### src/rtl/stage_id_pipe_if.sv
// rtl/stage_id_pipe_if.sv - fetch-side and execute-side signals of the decode stage
interface stage_id_pipe_if #(
    parameter int DATA_W     = 32,
    parameter int REG_ADDR_W = 5,
    parameter int ALU_SRC_W  = 2
);
    logic                  in_valid;
    logic                  in_ready;
    logic [31:0]           in_inst;
    logic [DATA_W-1:0]     in_pc;
    logic [REG_ADDR_W-1:0] regfile_addr1;
    logic [REG_ADDR_W-1:0] regfile_addr2;
    logic                  out_valid;
    logic                  out_ready;
    logic [DATA_W-1:0]     out_pc;
    logic                  out_reg_wr;
    logic [REG_ADDR_W-1:0] out_reg_addr_rd;
    logic [REG_ADDR_W-1:0] out_reg_addr_r1;
    logic [REG_ADDR_W-1:0] out_reg_addr_r2;
    logic [3:0]            out_alu_op;
    logic [ALU_SRC_W-1:0]  out_alu_src_arg1;
    logic [ALU_SRC_W-1:0]  out_alu_src_arg2;
    logic [DATA_W-1:0]     out_imm;
    logic                  out_mem_rd;
    logic                  out_mem_wr;
    logic [2:0]            out_mem_size;
    logic                  out_branch;
    logic                  out_illegal;

    modport slave (
        input  in_valid, in_inst, in_pc, out_ready,
        output in_ready, regfile_addr1, regfile_addr2,
        output out_valid, out_pc, out_reg_wr, out_reg_addr_rd, out_reg_addr_r1,
        output out_reg_addr_r2, out_alu_op, out_alu_src_arg1, out_alu_src_arg2,
        output out_imm, out_mem_rd, out_mem_wr, out_mem_size, out_branch, out_illegal
    );

    modport master (
        output in_valid, in_inst, in_pc, out_ready,
        input  in_ready, regfile_addr1, regfile_addr2,
        input  out_valid, out_pc, out_reg_wr, out_reg_addr_rd, out_reg_addr_r1,
        input  out_reg_addr_r2, out_alu_op, out_alu_src_arg1, out_alu_src_arg2,
        input  out_imm, out_mem_rd, out_mem_wr, out_mem_size, out_branch, out_illegal
    );
endinterface

### src/rtl/stage_id_pipe.sv
// rtl/stage_id_pipe.sv - RV32I decode stage with registered control bundle and load-use interlock
module stage_id_pipe #(
    parameter int DATA_W         = 32,
    parameter int REG_ADDR_W     = 5,
    parameter int ALU_SRC_W      = 2,
    parameter int LOAD_USE_CHECK = 1
) (
    input  logic           clk,
    input  logic           rst,
    input  logic           en,
    input  logic           flush,
    stage_id_pipe_if.slave bus
);
    localparam logic [6:0] OPC_OP     = 7'b0110011;
    localparam logic [6:0] OPC_OP_IMM = 7'b0010011;
    localparam logic [6:0] OPC_LOAD   = 7'b0000011;
    localparam logic [6:0] OPC_STORE  = 7'b0100011;
    localparam logic [6:0] OPC_BRANCH = 7'b1100011;
    localparam logic [6:0] OPC_LUI    = 7'b0110111;
    localparam logic [6:0] OPC_AUIPC  = 7'b0010111;

    localparam logic [ALU_SRC_W-1:0] SRC_R    = ALU_SRC_W'(0);
    localparam logic [ALU_SRC_W-1:0] SRC_IMM  = ALU_SRC_W'(1);
    localparam logic [ALU_SRC_W-1:0] SRC_PC   = ALU_SRC_W'(2);
    localparam logic [ALU_SRC_W-1:0] SRC_ZERO = ALU_SRC_W'(3);

    logic [6:0]            opcode;
    logic [2:0]            func3;
    logic [6:0]            func7;
    logic [REG_ADDR_W-1:0] rd;
    logic [REG_ADDR_W-1:0] rs1;
    logic [REG_ADDR_W-1:0] rs2;
    logic [DATA_W-1:0]     imm_i;
    logic [DATA_W-1:0]     imm_s;
    logic [DATA_W-1:0]     imm_b;
    logic [DATA_W-1:0]     imm_u;

    assign opcode = bus.in_inst[6:0];
    assign func3  = bus.in_inst[14:12];
    assign func7  = bus.in_inst[31:25];
    assign rd     = REG_ADDR_W'(bus.in_inst[11:7]);
    assign rs1    = REG_ADDR_W'(bus.in_inst[19:15]);
    assign rs2    = REG_ADDR_W'(bus.in_inst[24:20]);

    // Signed casts give sign extension to DATA_W without zero-width replications.
    assign imm_i = DATA_W'($signed(bus.in_inst[31:20]));
    assign imm_s = DATA_W'($signed({bus.in_inst[31:25], bus.in_inst[11:7]}));
    assign imm_b = DATA_W'($signed({bus.in_inst[31], bus.in_inst[7], bus.in_inst[30:25],
                                    bus.in_inst[11:8], 1'b0}));
    assign imm_u = DATA_W'($signed({bus.in_inst[31:12], 12'b0}));

    assign bus.regfile_addr1 = rs1;
    assign bus.regfile_addr2 = rs2;

    logic                 d_writes;
    logic                 d_reg_wr;
    logic [3:0]           d_alu_op;
    logic [ALU_SRC_W-1:0] d_src1;
    logic [ALU_SRC_W-1:0] d_src2;
    logic [DATA_W-1:0]    d_imm;
    logic                 d_mem_rd;
    logic                 d_mem_wr;
    logic [2:0]           d_mem_size;
    logic                 d_branch;
    logic                 d_illegal;
    logic                 uses_rs1;
    logic                 uses_rs2;

    always_comb begin
        d_writes   = 1'b0;
        d_alu_op   = 4'b0000;
        d_src1     = SRC_R;
        d_src2     = SRC_R;
        d_imm      = '0;
        d_mem_rd   = 1'b0;
        d_mem_wr   = 1'b0;
        d_mem_size = 3'b000;
        d_branch   = 1'b0;
        d_illegal  = 1'b0;
        uses_rs1   = 1'b0;
        uses_rs2   = 1'b0;
        case (opcode)
            OPC_OP: begin
                d_illegal = (func7 != 7'h00) && (func7 != 7'h20);
                d_alu_op  = {func7[5], func3};
                d_writes  = 1'b1;
                uses_rs1  = 1'b1;
                uses_rs2  = 1'b1;
            end
            OPC_OP_IMM: begin
                d_alu_op = {(func3 == 3'b101) && bus.in_inst[30], func3};
                d_src2   = SRC_IMM;
                d_imm    = imm_i;
                d_writes = 1'b1;
                uses_rs1 = 1'b1;
            end
            OPC_LOAD: begin
                d_src2     = SRC_IMM;
                d_imm      = imm_i;
                d_mem_rd   = 1'b1;
                d_mem_size = func3;
                d_writes   = 1'b1;
                uses_rs1   = 1'b1;
            end
            OPC_STORE: begin
                d_src2     = SRC_IMM;
                d_imm      = imm_s;
                d_mem_wr   = 1'b1;
                d_mem_size = func3;
                uses_rs1   = 1'b1;
                uses_rs2   = 1'b1;
            end
            OPC_BRANCH: begin
                d_alu_op = {1'b0, func3};
                d_imm    = imm_b;
                d_branch = 1'b1;
                uses_rs1 = 1'b1;
                uses_rs2 = 1'b1;
            end
            OPC_LUI: begin
                d_src1   = SRC_ZERO;
                d_src2   = SRC_IMM;
                d_imm    = imm_u;
                d_writes = 1'b1;
            end
            OPC_AUIPC: begin
                d_src1   = SRC_PC;
                d_src2   = SRC_IMM;
                d_imm    = imm_u;
                d_writes = 1'b1;
            end
            default: d_illegal = 1'b1;
        endcase
    end

    assign d_reg_wr = d_writes && !d_illegal && (rd != '0);

    // The interlock compares against the load currently held in the output register.
    logic hazard;
    assign hazard = (LOAD_USE_CHECK != 0) && bus.out_valid && bus.out_mem_rd &&
                    (bus.out_reg_addr_rd != '0) &&
                    ((uses_rs1 && (rs1 == bus.out_reg_addr_rd)) ||
                     (uses_rs2 && (rs2 == bus.out_reg_addr_rd)));

    assign bus.in_ready = en && (flush || ((!bus.out_valid || bus.out_ready) && !hazard));

    always_ff @(posedge clk or posedge rst) begin
        if (rst) begin
            bus.out_valid        <= 1'b0;
            bus.out_pc           <= '0;
            bus.out_reg_wr       <= 1'b0;
            bus.out_reg_addr_rd  <= '0;
            bus.out_reg_addr_r1  <= '0;
            bus.out_reg_addr_r2  <= '0;
            bus.out_alu_op       <= '0;
            bus.out_alu_src_arg1 <= '0;
            bus.out_alu_src_arg2 <= '0;
            bus.out_imm          <= '0;
            bus.out_mem_rd       <= 1'b0;
            bus.out_mem_wr       <= 1'b0;
            bus.out_mem_size     <= '0;
            bus.out_branch       <= 1'b0;
            bus.out_illegal      <= 1'b0;
        end else if (en) begin
            if (!flush && bus.in_valid && bus.in_ready) begin
                bus.out_valid        <= 1'b1;
                bus.out_pc           <= bus.in_pc;
                bus.out_reg_wr       <= d_reg_wr;
                bus.out_reg_addr_rd  <= rd;
                bus.out_reg_addr_r1  <= rs1;
                bus.out_reg_addr_r2  <= rs2;
                bus.out_alu_op       <= d_alu_op;
                bus.out_alu_src_arg1 <= d_src1;
                bus.out_alu_src_arg2 <= d_src2;
                bus.out_imm          <= d_imm;
                bus.out_mem_rd       <= d_mem_rd;
                bus.out_mem_wr       <= d_mem_wr;
                bus.out_mem_size     <= d_mem_size;
                bus.out_branch       <= d_branch;
                bus.out_illegal      <= d_illegal;
            end else if (bus.out_ready || flush) begin
                bus.out_valid <= 1'b0;
            end
        end
    end
endmodule

### src/flat_wrapper.sv
// flat-port wrapper written by rule: the top's interface ports become plain ports
module stage_id_pipe_flat 
#(
    parameter int DATA_W         = 32,
    parameter int REG_ADDR_W     = 5,
    parameter int ALU_SRC_W      = 2,
    parameter int LOAD_USE_CHECK = 1
)
  (clk, rst, en, flush, bus_in_valid, bus_in_inst, bus_in_pc, bus_out_ready, bus_in_ready, bus_regfile_addr1, bus_regfile_addr2, bus_out_valid, bus_out_pc, bus_out_reg_wr, bus_out_reg_addr_rd, bus_out_reg_addr_r1, bus_out_reg_addr_r2, bus_out_alu_op, bus_out_alu_src_arg1, bus_out_alu_src_arg2, bus_out_imm, bus_out_mem_rd, bus_out_mem_wr, bus_out_mem_size, bus_out_branch, bus_out_illegal);
  stage_id_pipe_if #(.DATA_W(DATA_W), .REG_ADDR_W(REG_ADDR_W), .ALU_SRC_W(ALU_SRC_W)) bus_i ();
  input  logic clk;
  input  logic rst;
  input  logic en;
  input  logic flush;
  input wire logic [$bits(bus_i.in_valid)-1:0] bus_in_valid;
  input wire logic [$bits(bus_i.in_inst)-1:0] bus_in_inst;
  input wire logic [$bits(bus_i.in_pc)-1:0] bus_in_pc;
  input wire logic [$bits(bus_i.out_ready)-1:0] bus_out_ready;
  output wire logic [$bits(bus_i.in_ready)-1:0] bus_in_ready;
  output wire logic [$bits(bus_i.regfile_addr1)-1:0] bus_regfile_addr1;
  output wire logic [$bits(bus_i.regfile_addr2)-1:0] bus_regfile_addr2;
  output wire logic [$bits(bus_i.out_valid)-1:0] bus_out_valid;
  output wire logic [$bits(bus_i.out_pc)-1:0] bus_out_pc;
  output wire logic [$bits(bus_i.out_reg_wr)-1:0] bus_out_reg_wr;
  output wire logic [$bits(bus_i.out_reg_addr_rd)-1:0] bus_out_reg_addr_rd;
  output wire logic [$bits(bus_i.out_reg_addr_r1)-1:0] bus_out_reg_addr_r1;
  output wire logic [$bits(bus_i.out_reg_addr_r2)-1:0] bus_out_reg_addr_r2;
  output wire logic [$bits(bus_i.out_alu_op)-1:0] bus_out_alu_op;
  output wire logic [$bits(bus_i.out_alu_src_arg1)-1:0] bus_out_alu_src_arg1;
  output wire logic [$bits(bus_i.out_alu_src_arg2)-1:0] bus_out_alu_src_arg2;
  output wire logic [$bits(bus_i.out_imm)-1:0] bus_out_imm;
  output wire logic [$bits(bus_i.out_mem_rd)-1:0] bus_out_mem_rd;
  output wire logic [$bits(bus_i.out_mem_wr)-1:0] bus_out_mem_wr;
  output wire logic [$bits(bus_i.out_mem_size)-1:0] bus_out_mem_size;
  output wire logic [$bits(bus_i.out_branch)-1:0] bus_out_branch;
  output wire logic [$bits(bus_i.out_illegal)-1:0] bus_out_illegal;
  assign bus_i.in_valid = bus_in_valid;
  assign bus_i.in_inst = bus_in_inst;
  assign bus_i.in_pc = bus_in_pc;
  assign bus_i.out_ready = bus_out_ready;
  assign bus_in_ready = bus_i.in_ready;
  assign bus_regfile_addr1 = bus_i.regfile_addr1;
  assign bus_regfile_addr2 = bus_i.regfile_addr2;
  assign bus_out_valid = bus_i.out_valid;
  assign bus_out_pc = bus_i.out_pc;
  assign bus_out_reg_wr = bus_i.out_reg_wr;
  assign bus_out_reg_addr_rd = bus_i.out_reg_addr_rd;
  assign bus_out_reg_addr_r1 = bus_i.out_reg_addr_r1;
  assign bus_out_reg_addr_r2 = bus_i.out_reg_addr_r2;
  assign bus_out_alu_op = bus_i.out_alu_op;
  assign bus_out_alu_src_arg1 = bus_i.out_alu_src_arg1;
  assign bus_out_alu_src_arg2 = bus_i.out_alu_src_arg2;
  assign bus_out_imm = bus_i.out_imm;
  assign bus_out_mem_rd = bus_i.out_mem_rd;
  assign bus_out_mem_wr = bus_i.out_mem_wr;
  assign bus_out_mem_size = bus_i.out_mem_size;
  assign bus_out_branch = bus_i.out_branch;
  assign bus_out_illegal = bus_i.out_illegal;
  stage_id_pipe #(.DATA_W(DATA_W), .REG_ADDR_W(REG_ADDR_W), .ALU_SRC_W(ALU_SRC_W), .LOAD_USE_CHECK(LOAD_USE_CHECK)) u_core (.clk(clk), .rst(rst), .en(en), .flush(flush), .bus(bus_i));
endmodule
### config.mk
export PLATFORM = sky130hd
export DESIGN_NAME = stage_id_pipe_flat
export DESIGN_NICKNAME = d
export VERILOG_FILES = /design/src/rtl/stage_id_pipe_if.sv /design/src/rtl/stage_id_pipe.sv /design/src/flat_wrapper.sv
export SDC_FILE = /design/constraint.sdc
export NUM_CORES = 1
export LEC_CHECK = 0
export BUFFER_PORTS_ARGS = -buffer_cell sky130_fd_sc_hd__buf_4
export CAP_MARGIN = 10
export CORE_UTILIZATION = 51
export CTS_CLUSTER_SIZE = 40
export DETAILED_ROUTE_END_ITERATION = 16
export MAX_ROUTING_LAYER = met4
export PLACE_DENSITY_LB_ADDON = 0.05
export SLEW_MARGIN = 10
export SYNTH_ARGS = -nofsm -noshare
export SYNTH_HDL_FRONTEND = slang
export SYNTH_SLANG_ARGS = --single-unit
### constraint.sdc
create_clock -name clk -period 7.95 [get_ports clk]
set_input_delay 0.795 -clock clk [delete_from_list [all_inputs] [get_ports clk]]
set_output_delay 0.795 -clock clk [all_outputs]
set_load 0.01 [all_outputs]
==> flow_summary.json <==
{
  "path_max_fanout": 21,
  "layout.cells.most_common": "sky130_fd_sc_hd__buf_4",
  "sum_of_negative_setup_slack_ns": 0,
  "grt_overflow": 0,
  "clk_pin_slew_ns": 0.10,
  "ys_seq_area_frac": 0.570,
  "synth_cells": 338,
  "placed_cells_incl_taps": 586,
  "critPathArrivalTime_ns": 3.46,
  "tritoncts": "yes",
  "finalHoldViolations": 0,
  "core_area_um2": 7810,
  "place_area_um2": 5470,
  "ctsResizeCount": 0,
  "ys_warns": 0,
  "holdCritPathClass": "primary input to asynchronous set/reset pin",
  "detailedPlacementHpwl_mm": 7.53,
  "power.total_mw": 1.23,
  "ys_types": 45,
  "rsz0062_at_grt": "no",
  "reg2regPathDepth": 7,
  "r2r-start": "u_core.bus.out_reg_addr_rd[3]",
  "p_leak_nw": 2.68,
  "clkLatencyLatePin_ns": 0.36,
  "hold_ws_ns": 0.419,
  "post_route_cells_drive_above_1_share": 0.490,
  "via_count_of_the_first_global_routing_pass": 3288,
  "asyncSetResetFlopFracSynth": 1.00,
  "power.share.sequential": 0.495,
  "synth_nets": 408,
  "die-area_um2": 8540,
  "final_worst_setup_slack_ns": 4.74,
  "vias": 3245,
  "start_util": 0.534,
  "ys_dominant_reg_cell": "sky130_fd_sc_hd__dfrtp_1",
  "crit_path_end_kind": "flop",
  "finalInstanceArea_um2": 5650,
  "avgViaCountPerCell": 5.39,
  "synth_area_um2": 4170,
  "initialDrtViolationCount": 133,
  "timing.critical_path.from_type": "primary input",
  "endpoint_of_the_worst_register_to_register_path": "u_core.bus.out_reg_addr_r2[1]",
  "criticalPathCategory": "primary input to flop",
  "route.detailed.drc": 0,
  "layout_common_cells": "sky130_fd_sc_hd__buf_4 (180), sky130_fd_sc_hd__dfrtp_1 (95), sky130_fd_sc_hd__mux2_2 (42)",
  "clock_sink_count": 95,
  "dieWidth_um": 92.4,
  "netSwitchingPower_mw": 0.361,
  "critPathRequiredTime_ns": 8.20,
  "fin_cells": 602,
  "clk_path_buf_depth": 2,
  "fin_skew_ns": 0.00907,
  "p_sw_frac": 0.293,
  "p_int_mw": 0.873,
  "global_route_total_usage_across_every_layer": 0.256,
  "grt_pass1_wl_mm": 16.4,
  "timing_worst_slew_pin_value_ns": 1.01,
  "synth_edf_count": 0,
  "slew_headroom": 0.310,
  "cts_buffers": 9,
  "nets": 565,
  "vdd_ir_drop_max_mv": 0.154,
  "number_of_synthesized_register_bits": 95,
  "fin_util": 0.724,
  "ant_nets": 0,
  "grt_antenna_before_repair": 0,
  "timing.final.crit_share": 0.404,
  "diodes": 0,
  "power_per_cell_area_nw_per_um2": 219,
  "die_height_um": 92.4,
  "dp_slack_ns": 4.38,
  "setup_viol": 0,
  "syn_area_per_cell_um2": 12.3,
  "detailed_route_wl_mm": 10.2,
  "fmax_mhz": 311,
  "pin_count_of_the_biggest_net_entering_global_routing": 65,
  "cts.htree.levels": 3,
  "dr.pass1.iters": 4,
  "max_cap_violations": 0,
  "clock_power_share": 0.240,
  "route.detailed.wl_per_inst_um": 17.0,
  "floorplan.io_pins": 177,
  "hold_buffers": 0,
  "cts_root_buf": "sky130_fd_sc_hd__clkbuf_8",
  "globalplace.congestion": 0.897,
  "postCtsSetupBuffers": 0,
  "numPortBuffers": 175,
  "floorplan.rows": 32,
  "outcome": "finished clean",
  "critPathLaunch": "bus_in_inst[4]",
  "area_growth_syn_to_layout_pct": 35.6,
  "timing_max_transition_violations_final": 0,
  "critPathCapture": "u_core.bus.out_reg_addr_r2[1]",
  "p_comb_frac": 0.265,
  "min_period_ns": 3.21,
  "regToRegSetupSlack_ns": 4.81
}
how the worst min path moves through the flow:
stage                            endpoint  slack (ns)  cells after the start
2_1_floorplan       u_core.bus.out_branch        0.52                      1
3_3_place_gp        u_core.bus.out_reg_wr        0.48                      1
3_5_place_dp   u_core.bus.out_mem_size[1]        0.48                      1
4_1_cts             u_core.bus.out_pc[21]        0.42                      2
5_1_grt             u_core.bus.out_pc[21]        0.45                      2
6_report            u_core.bus.out_pc[21]        0.42                      2
state kept, by name (all words and copies together) (netlist names):
register and flops:
u_core.bus.out_imm 32, u_core.bus.out_mem_size 3, u_core.bus.out_alu_src_arg1 2, u_core.bus.out_illegal 1, u_core.bus.out_pc 32, u_core.bus.out_mem_rd 1
u_core.bus.out_valid 1, u_core.bus.out_alu_src_arg2 1, u_core.bus.out_alu_op 4, u_core.bus.out_reg_addr_r2 5, u_core.bus.out_mem_wr 1, u_core.bus.out_reg_wr 1
u_core.bus.out_branch 1, u_core.bus.out_reg_addr_rd 5, u_core.bus.out_reg_addr_r1 5
power by group through the flow:
stage,Clock (mW),Combinational [mW],Sequential (mW)
final,0.296,0.327,0.611
after global routing,0.318,0.350,0.620
after CTS,0.301,0.331,0.611
after detailed placement,0,0.331,0.619
after global placement,0,0.325,0.616
after floorplan,0,0.116,0.649
worst max-delay path, cell delays in order:
cell and delay [ns]:
sky130_fd_sc_hd__buf_4 0.15, sky130_fd_sc_hd__nand2b_4 0.15, sky130_fd_sc_hd__a2111oi_2 0.35, sky130_fd_sc_hd__nand3_1 0.21, sky130_fd_sc_hd__a21oi_4 0.47, sky130_fd_sc_hd__nand2b_1 0.58
sky130_fd_sc_hd__buf_4 0.37, sky130_fd_sc_hd__mux2_2 0.38
logic make-up (layout without fill, tap and decap cells):
logic type / count (synthesis) / after routing / synth area share
and+or+nand+nor: 69 / 69 / 0.0817
AOI/OAI and AO/OA: 74 / 74 / 0.137
buffers and inverters: 38 / 200 / 0.0516
other: 1 / 1 / 0.000900
muxes: 51 / 51 / 0.137
xor gates and xnor gates: 10 / 10 / 0.0210
DFF: 95 / 95 / 0.570
layer usage:
layer / up-vias / share of wire / track usage
met2: 132 / 0.49 / 0.396
met4: 0 / 0.015 / 0.0898
met3: 17 / 0.066 / 0.0542
met5: - / 0 / -
met1: 1587 / 0.43 / 0.336
li1: 1509 / - / -
area by class of cell:
cell class,count,area [um2]
Sequential cell,95,2380
Fill cell,589,2160
Multi-Input combinational cell,205,1600
Inverter,4,17.5
Tap cell,102,128
Timing Repair Buffer,180,1350
Clock inverter,5,40.0
Clock buffer,11,141
synthesized netlist by cell type (2+ instances only):
cell,count,area share
sky130_fd_sc_hd__nand4_1,2,0.0030
sky130_fd_sc_hd__o2bb2ai_1,5,0.011
sky130_fd_sc_hd__mux2i_1,2,0.0048
sky130_fd_sc_hd__xnor2_1,2,0.0042
sky130_fd_sc_hd__o21ai_0,12,0.014
sky130_fd_sc_hd__mux2_2,42,0.11
sky130_fd_sc_hd__a22o_1,10,0.021
sky130_fd_sc_hd__inv_1,4,0.0036
sky130_fd_sc_hd__dfrtp_1,95,0.57
sky130_fd_sc_hd__buf_4,13,0.023
sky130_fd_sc_hd__nor2b_1,4,0.0060
sky130_fd_sc_hd__nor2_1,13,0.012
sky130_fd_sc_hd__nand2b_1,3,0.0045
sky130_fd_sc_hd__xor2_1,8,0.017
sky130_fd_sc_hd__a2bb2oi_1,19,0.040
sky130_fd_sc_hd__nand2_1,27,0.024
sky130_fd_sc_hd__buf_2,7,0.0084
sky130_fd_sc_hd__a21oi_1,8,0.0096
sky130_fd_sc_hd__nor3_1,4,0.0048
sky130_fd_sc_hd__o31ai_1,7,0.013
sky130_fd_sc_hd__buf_6,2,0.0054
sky130_fd_sc_hd__clkbuf_1,12,0.011
sky130_fd_sc_hd__a22oi_1,4,0.0072
sky130_fd_sc_hd__mux2_1,7,0.019
sky130_fd_sc_hd__nand3_1,6,0.0072
No activity file was read; power rests on OpenSTA's default activity.
